File: src/rtl/arbitro_pkg.sv
// Shared definitions for the weighted VC arbiter/dispatcher.
// Provides default widths, the destination-bit position, the fairness
// weight default and the FSM state encoding used by the top level.
package arbitro_pkg;

  localparam int unsigned DATA_W_DEF   = 6;
  localparam int unsigned DEST_BIT_DEF = 4;
  localparam int unsigned WEIGHT_DEF   = 4;
  localparam int unsigned RUN_W        = 3;
  localparam int unsigned STATE_W      = 2;

  typedef enum logic [STATE_W-1:0] {
    ST_IDLE   = 2'b00,
    ST_ACTIVE = 2'b01,
    ST_PAUSE  = 2'b10
  } state_t;

endpackage : arbitro_pkg

File: src/rtl/dispatch_reg.sv
// Dispatch stage: remembers which VC was popped last cycle, selects that
// VC's read data (valid one cycle after the pop) and pushes it into D0 or
// D1 according to the destination bit.
// Ports:
//   clk, reset_L          clock, async active-low reset
//   pop                   a pop happened this cycle (either VC)
//   sel                   pop source this cycle (0 = VC0, 1 = VC1)
//   data_VC0, data_VC1    VC read data, valid the cycle after the pop
//   push_D0, push_D1      registered push strobes
//   data_out              registered word for D0/D1
module dispatch_reg
  import arbitro_pkg::*;
#(
  parameter int unsigned DATA_W   = DATA_W_DEF,
  parameter int unsigned DEST_BIT = DEST_BIT_DEF
) (
  input  logic              clk,
  input  logic              reset_L,
  input  logic              pop,
  input  logic              sel,
  input  logic [DATA_W-1:0] data_VC0,
  input  logic [DATA_W-1:0] data_VC1,
  output logic              push_D0,
  output logic              push_D1,
  output logic [DATA_W-1:0] data_out
);

  logic              pop_q;
  logic              sel_q;
  logic [DATA_W-1:0] word_c;

  // Pop bookkeeping for the word arriving next cycle.
  always_ff @(posedge clk or negedge reset_L) begin
    if (!reset_L) begin
      pop_q <= 1'b0;
      sel_q <= 1'b0;
    end else begin
      pop_q <= pop;
      sel_q <= sel;
    end
  end

  assign word_c = sel_q ? data_VC1 : data_VC0;

  // Route the arriving word by its destination bit; data_out holds between words.
  always_ff @(posedge clk or negedge reset_L) begin
    if (!reset_L) begin
      push_D0  <= 1'b0;
      push_D1  <= 1'b0;
      data_out <= '0;
    end else begin
      push_D0 <= pop_q & ~word_c[DEST_BIT];
      push_D1 <= pop_q &  word_c[DEST_BIT];
      if (pop_q) begin
        data_out <= word_c;
      end
    end
  end

endmodule : dispatch_reg

File: src/rtl/arbitro_vc_ponderado.sv
// Weighted arbiter between VC0/VC1 and dispatcher into D0/D1.
// VC0 wins unless it has already taken WEIGHT_VC0 consecutive pops while
// VC1 was waiting; all pops stop while any destination is (almost) full.
// Ports:
//   clk, reset_L                  clock, async active-low reset
//   VC0_empty, VC1_empty          VC FIFO empty flags
//   data_VC0, data_VC1            VC read data (valid cycle after pop)
//   full_fifo_D*, almost_full_*   destination back-pressure
//   VC0_pop, VC1_pop              combinational pop strobes
//   push_D0, push_D1, data_out    registered dispatch outputs
//   state                         FSM state (IDLE/ACTIVE/PAUSE)
//   vc0_run                       consecutive VC0 pops while VC1 waits
module arbitro_vc_ponderado
  import arbitro_pkg::*;
#(
  parameter int unsigned DATA_W     = DATA_W_DEF,
  parameter int unsigned DEST_BIT   = DEST_BIT_DEF,
  parameter int unsigned WEIGHT_VC0 = WEIGHT_DEF
) (
  input  logic               clk,
  input  logic               reset_L,
  input  logic               VC0_empty,
  input  logic               VC1_empty,
  input  logic [DATA_W-1:0]  data_VC0,
  input  logic [DATA_W-1:0]  data_VC1,
  input  logic               full_fifo_D0,
  input  logic               full_fifo_D1,
  input  logic               almost_full_fifo_D0,
  input  logic               almost_full_fifo_D1,
  output logic               VC0_pop,
  output logic               VC1_pop,
  output logic               push_D0,
  output logic               push_D1,
  output logic [DATA_W-1:0]  data_out,
  output logic [STATE_W-1:0] state,
  output logic [RUN_W-1:0]   vc0_run
);

  localparam logic [RUN_W-1:0] WEIGHT_R = RUN_W'(WEIGHT_VC0);

  logic             pause_c;
  logic [RUN_W-1:0] run_q;
  logic [RUN_W-1:0] run_d;
  state_t           state_q;
  state_t           state_d;

  assign pause_c = full_fifo_D0 | almost_full_fifo_D0 |
                   full_fifo_D1 | almost_full_fifo_D1;

  // Grant: reset and pause gate everything; VC0 first until its run hits the weight.
  always_comb begin
    VC0_pop = 1'b0;
    VC1_pop = 1'b0;
    if (reset_L && !pause_c) begin
      if (!VC0_empty && (VC1_empty || (run_q < WEIGHT_R))) begin
        VC0_pop = 1'b1;
      end else if (!VC1_empty) begin
        VC1_pop = 1'b1;
      end
    end
  end

  // Run length only grows while VC1 is actually waiting.
  always_comb begin
    run_d = run_q;
    if (VC1_pop) begin
      run_d = '0;
    end else if (VC0_pop) begin
      if (VC1_empty) begin
        run_d = '0;
      end else if (run_q < WEIGHT_R) begin
        run_d = run_q + RUN_W'(1);
      end
    end
  end

  always_ff @(posedge clk or negedge reset_L) begin
    if (!reset_L) begin
      run_q <= '0;
    end else begin
      run_q <= run_d;
    end
  end

  // FSM state register.
  always_ff @(posedge clk or negedge reset_L) begin
    if (!reset_L) begin
      state_q <= ST_IDLE;
    end else begin
      state_q <= state_d;
    end
  end

  // FSM next state: pause outranks pending data.
  always_comb begin
    state_d = state_q;
    if (pause_c) begin
      state_d = ST_PAUSE;
    end else if (!VC0_empty || !VC1_empty) begin
      state_d = ST_ACTIVE;
    end else begin
      state_d = ST_IDLE;
    end
  end

  assign state   = state_q;
  assign vc0_run = run_q;

  dispatch_reg #(
    .DATA_W   (DATA_W),
    .DEST_BIT (DEST_BIT)
  ) u_dispatch (
    .clk      (clk),
    .reset_L  (reset_L),
    .pop      (VC0_pop | VC1_pop),
    .sel      (VC1_pop),
    .data_VC0 (data_VC0),
    .data_VC1 (data_VC1),
    .push_D0  (push_D0),
    .push_D1  (push_D1),
    .data_out (data_out)
  );

endmodule : arbitro_vc_ponderado

File: config.mk
export PLATFORM = sky130hd
export DESIGN_NAME = arbitro_vc_ponderado
export DESIGN_NICKNAME = d
export VERILOG_FILES = /design/src/rtl/arbitro_pkg.sv /design/src/rtl/dispatch_reg.sv /design/src/rtl/arbitro_vc_ponderado.sv
export SDC_FILE = /design/constraint.sdc
export NUM_CORES = 1
export LEC_CHECK = 0
export ABC_AREA = 1
export CORE_AREA = 2 2 40 57
export CTS_BUF_LIST = sky130_fd_sc_hd__clkbuf_2 sky130_fd_sc_hd__clkbuf_4 sky130_fd_sc_hd__clkbuf_8
export DETAILED_ROUTE_END_ITERATION = 6
export DIE_AREA = 0 0 42 59
export PLACE_DENSITY = 0.83
export SYNTH_ARGS = -nofsm -noshare
export SYNTH_HDL_FRONTEND = slang
export SYNTH_HIERARCHICAL = 1
export SYNTH_SLANG_ARGS = --single-unit
File: constraint.sdc
create_clock -name clk -period 1.84 [get_ports clk]
set_input_delay 0.368 -clock clk [delete_from_list [all_inputs] [get_ports clk]]
set_output_delay 0.368 -clock clk [all_outputs]
set_load 0.05 [all_outputs]
==> results by group, run 1 <==
GRT
  – Total Routing Usage GR: approximately 16%
  – Largest net degree at the start of global routing: 17
  – Grt total ovfl: 0
  – First-pass GRT wire length: 2973 um
  – Vias in the first global route: between 700 and 800
  – Initial antenna violation count: 0

Timing
  – Tmin final: between 1.5 and 2 ns
  – Hold WS: a little over 0.2 ns
  – Fmax: between 0.5 and 0.6 GHz
  – RSZ-0062 raised after global routing: no
  – Setup violators final: 0
  – Fin. Hold Viols: 0
  – Setup TNS Final: 0 ns
  – Relative slew slack: between 80 and 90%
  – Worst slew pin tran: between 0.2 and 0.25 ns
  – Max Slew Vio Count: 0
  – Worst setup margin: roughly 0.09 ns
  – Final clock skew: slightly below 0.004 ns
  – Final cycle utilization of the critical path: between 90 and 100%

Logic synthesis
  – Ys Warns: 6
  – Area of the mapped netlist: 755.7 um^2
  – Yosys top cell area share: between 40% and 50%
  – Register area share after synthesis: ~50%
  – Avg Inst Size Synth: just over 8 um^2
  – Post-synthesis simple-gate area fraction: between 30% and 40%
  – Top_reg_cell synth: dfrtp_1
  – Post-Synth XOR/XNOR Area: 0%
  – Adder-Cell Fraction of Synth Area: between 1.5 and 2%
  – Top post-synthesis cells by count: nand2_1, inv_1, dfrtp_1, nand3_1, nor2_4
  – Synth area leader: dfrtp_1
  – Synth top area cells: dfrtp_1, nand2_1, inv_1
  – Syn Inst Count: 92
  – EDFF count, synth: 0
  – Post-synth cell types: 16
  – Largest family of logic cells by synthesized area: simple AND/OR/NAND/NOR gates
  – Compound-Gate Fraction of Synth Area: under 10%
  – Mux cell area share after synthesis: 0%
  – Post-Syn Nets: roughly 110
  – Cell with the most instances after synthesis: nand2_1
  – Asr flop ratio synth: between 90% and 100%
  – #FFs+latches synth: 15

Route
  – Vias/cell: between 4 and 5
  – Final WL: 1688 um
  – DR WL/cell: approximately 11 um
  – Drt drc: 0
  – Iteration-0 DRC Markers: 4
  – DR pass1 iterations: 4
  – Routed Antenna Nets: 0
  – Vias post-DR: ~710

Power and ir drop
  – Switching pwr: 346.6 uW
  – Comb power frac: 37.1%
  – Clk pwr share: about a fifth
  – Maximum vdd drop: about 0.00050 V
  – Reg power frac: between 40% and 50%
  – Internal power: approximately 570 uW
  – Total power: roughly 920 uW
  – Pwr Density: about 770 nW/um^2
  – Sw frac: 37.81%
  – Leak: a little under 0.7 nW

Place
  – Pre-CTS setup slack: -0.04454 ns
  – GP Congestion: 0.7270
  – Placed instance area: ~1200 um^2
  – Port-buffer cells: 34
  – Placed Cells: between 150 and 200
  – Dpl hpwl: around 1300 um

Cells and area
  – Inserted Diodes: 0
  – Fillers: 155
  – Layout cell share with drive strength beyond 1: between 20% and 30%
  – Storage cell area: 375.4 um^2
  – Area Overhead vs Synth: 58.11%
  – Final Cell Area: about 1200 um^2
  – Final Util: 62.05%
  – Area of the multi-input gates: ~300 um^2
  – Nets: between 150 and 200
  – Final cell count without fillers: ~160

Clocking
  – Clock Latency Late Sink: 0.28 ns
  – Clock Tree Buf Depth: 2
  – Clk root buf: clkbuf_4
  – Worst-path clk slew: 0.09 ns
  – CTS Sinks: 15
  – Total CTS buffers: 3
  – CTS tree: built
  – CTS H-tree depth: 1
  – Cts hold-fix bufs: 0

Floorplan
  – Die height: between 50 and 60 um
  – Die X: between 40 and 50 um
  – Total die area: roughly 2500 um^2
  – Placeable core region: between 1500 and 2000 um^2
  – I/O pin count: 35
  – Rows: 19
  – Starting Density: between 30 and 40%

Run status
  – Status: complete, no violations

Setup path
  – Number of buffers and inverters on the critical path: 3
  – Slowest-stage cell, CP: clkdlybuf4s50_1
  – Critical path arrival: about 1.4 ns
  – Crit path depth: 5
  – Top Family by Delay on Critical Path: buffers and inverters
  – CP cell instances: clkdlybuf4s50_1 > a21oi_4 > inv_1 > nor2_2 > buf_12
  – R2R Setup Slk: between 0.7 and 0.8 ns
  – Setup crit start kind: input pin
  – Launch point of the worst reg-to-reg path: vc0_run[0]
  – FF-to-FF End: vc0_run[2]
  – Worst Path Required: 1.47 ns
  – CP Max Fanout: 3
  – Crit. End Element: primary output
  – FF-to-FF path depth: 6
  – Slowest Stage Delay on Critical Path: 0.45 ns
  – Critical path class: in -> out

Min path
  – Hold Path Class: in -> async

Run
  – Max Cap Viol: 0
==> layout by cell type, fill, tap and decap left out <==
cell             instances
dfrtp_1                 15
nand3_1                  5
dlygate4sd2_1            5
nand2_2                  2
nand2_1                 31
nor2_2                   1
nand4_1                  3
inv_2                    3
clkdlybuf4s50_1         13
buf_4                   20
nor2_4                   4
clkinv_2                 1
dlymetal6s2s_1           1
clkinv_1                 1
a21oi_1                  1
a21oi_4                  1
clkbuf_4                 3
ha_1                     1
nand3_2                  1
nand2_4                  1
nor3_4                   1
nor2_1                   2
inv_1                   19
buf_12                   2
==> per-layer routing <==
| layer | vias up | part of all wire, % | track usage, % |
|---|---|---|---|
| li1 | 363 | - | - |
| met5 | - | 0 | 0 |
| met4 | 0 | 0.53 | 6.912 |
| met3 | 2 | 6.5 | 2.744 |
| met2 | 30 | 56 | 30.13 |
| met1 | 314 | 37 | 16.70 |
==> final cells by class <==
cell class	instances	share of cell area (%)
Sequential cell	15	31.41
Tap cell	21	2.199
Clock buffer	3	1.885
Clock inverter	1	0.4188
Inverter	23	7.225
Multi-Input combinational cell	54	25.34
Timing Repair Buffer	41	31.52
==> sequential cells by signal (all words and copies together), names as in the netlist <==
signal / flops
u_dispatch/pop_q: 1
vc0_run: 3
u_dispatch/sel_q: 1
u_dispatch/data_out: 6
state: 2
u_dispatch/push_D1: 1
u_dispatch/push_D0: 1
==> cells by family (layout without fill, tap and decap cells) <==
| family | count (synthesis) | count (layout) |
|---|---|---|
| adder cells (fa/ha/maj) | 1 | 1 |
| buffers and inverters | 23 | 68 |
| AO/OA/AOI/OAI | 2 | 2 |
| AND/OR/NAND/NOR | 51 | 51 |
| flip-flops | 15 | 15 |
==> worst max path at each step <==
stage | from | endpoint | slack [ns]
after detailed placement | almost_full_fifo_D1 | VC1_pop | -0.04
after CTS | VC1_empty | VC0_pop | 0.01
after floorplan | vc0_run[2] | VC0_pop | 0.07
after global placement | almost_full_fifo_D1 | VC1_pop | 0.002
after global routing | VC0_empty | VC0_pop | 0.03
final | VC0_empty | VC0_pop | 0.09
==> power by group through the flow <==
| stage | combinational (mW) | sequential [mW] | clock (mW) |
|---|---|---|---|
| after floorplan | 0.0609 | 0.545 | 0 |
| after global placement | 0.343 | 0.403 | 0 |
| after detailed placement | 0.348 | 0.404 | 0 |
| after CTS | 0.345 | 0.398 | 0.188 |
| after global routing | 0.365 | 0.404 | 0.205 |
| final | 0.340 | 0.397 | 0.179 |
==> repair_timing <==
action | 4_1_cts | 5_1_grt
cloned | 0 | 0
resized for setup | 5 | 1
setup buffers | 1 | 0
setup endpoints to repair | 2 | 1
pin swaps | 4 | 2
Power figures use the tool's default switching activity.
==> run 2, diff against run 1 <==
Settings changed: SLEW_MARGIN from default to 20.
==> results of run 2 <==
Final layout, timing and power as in run 1 (identical DEF).
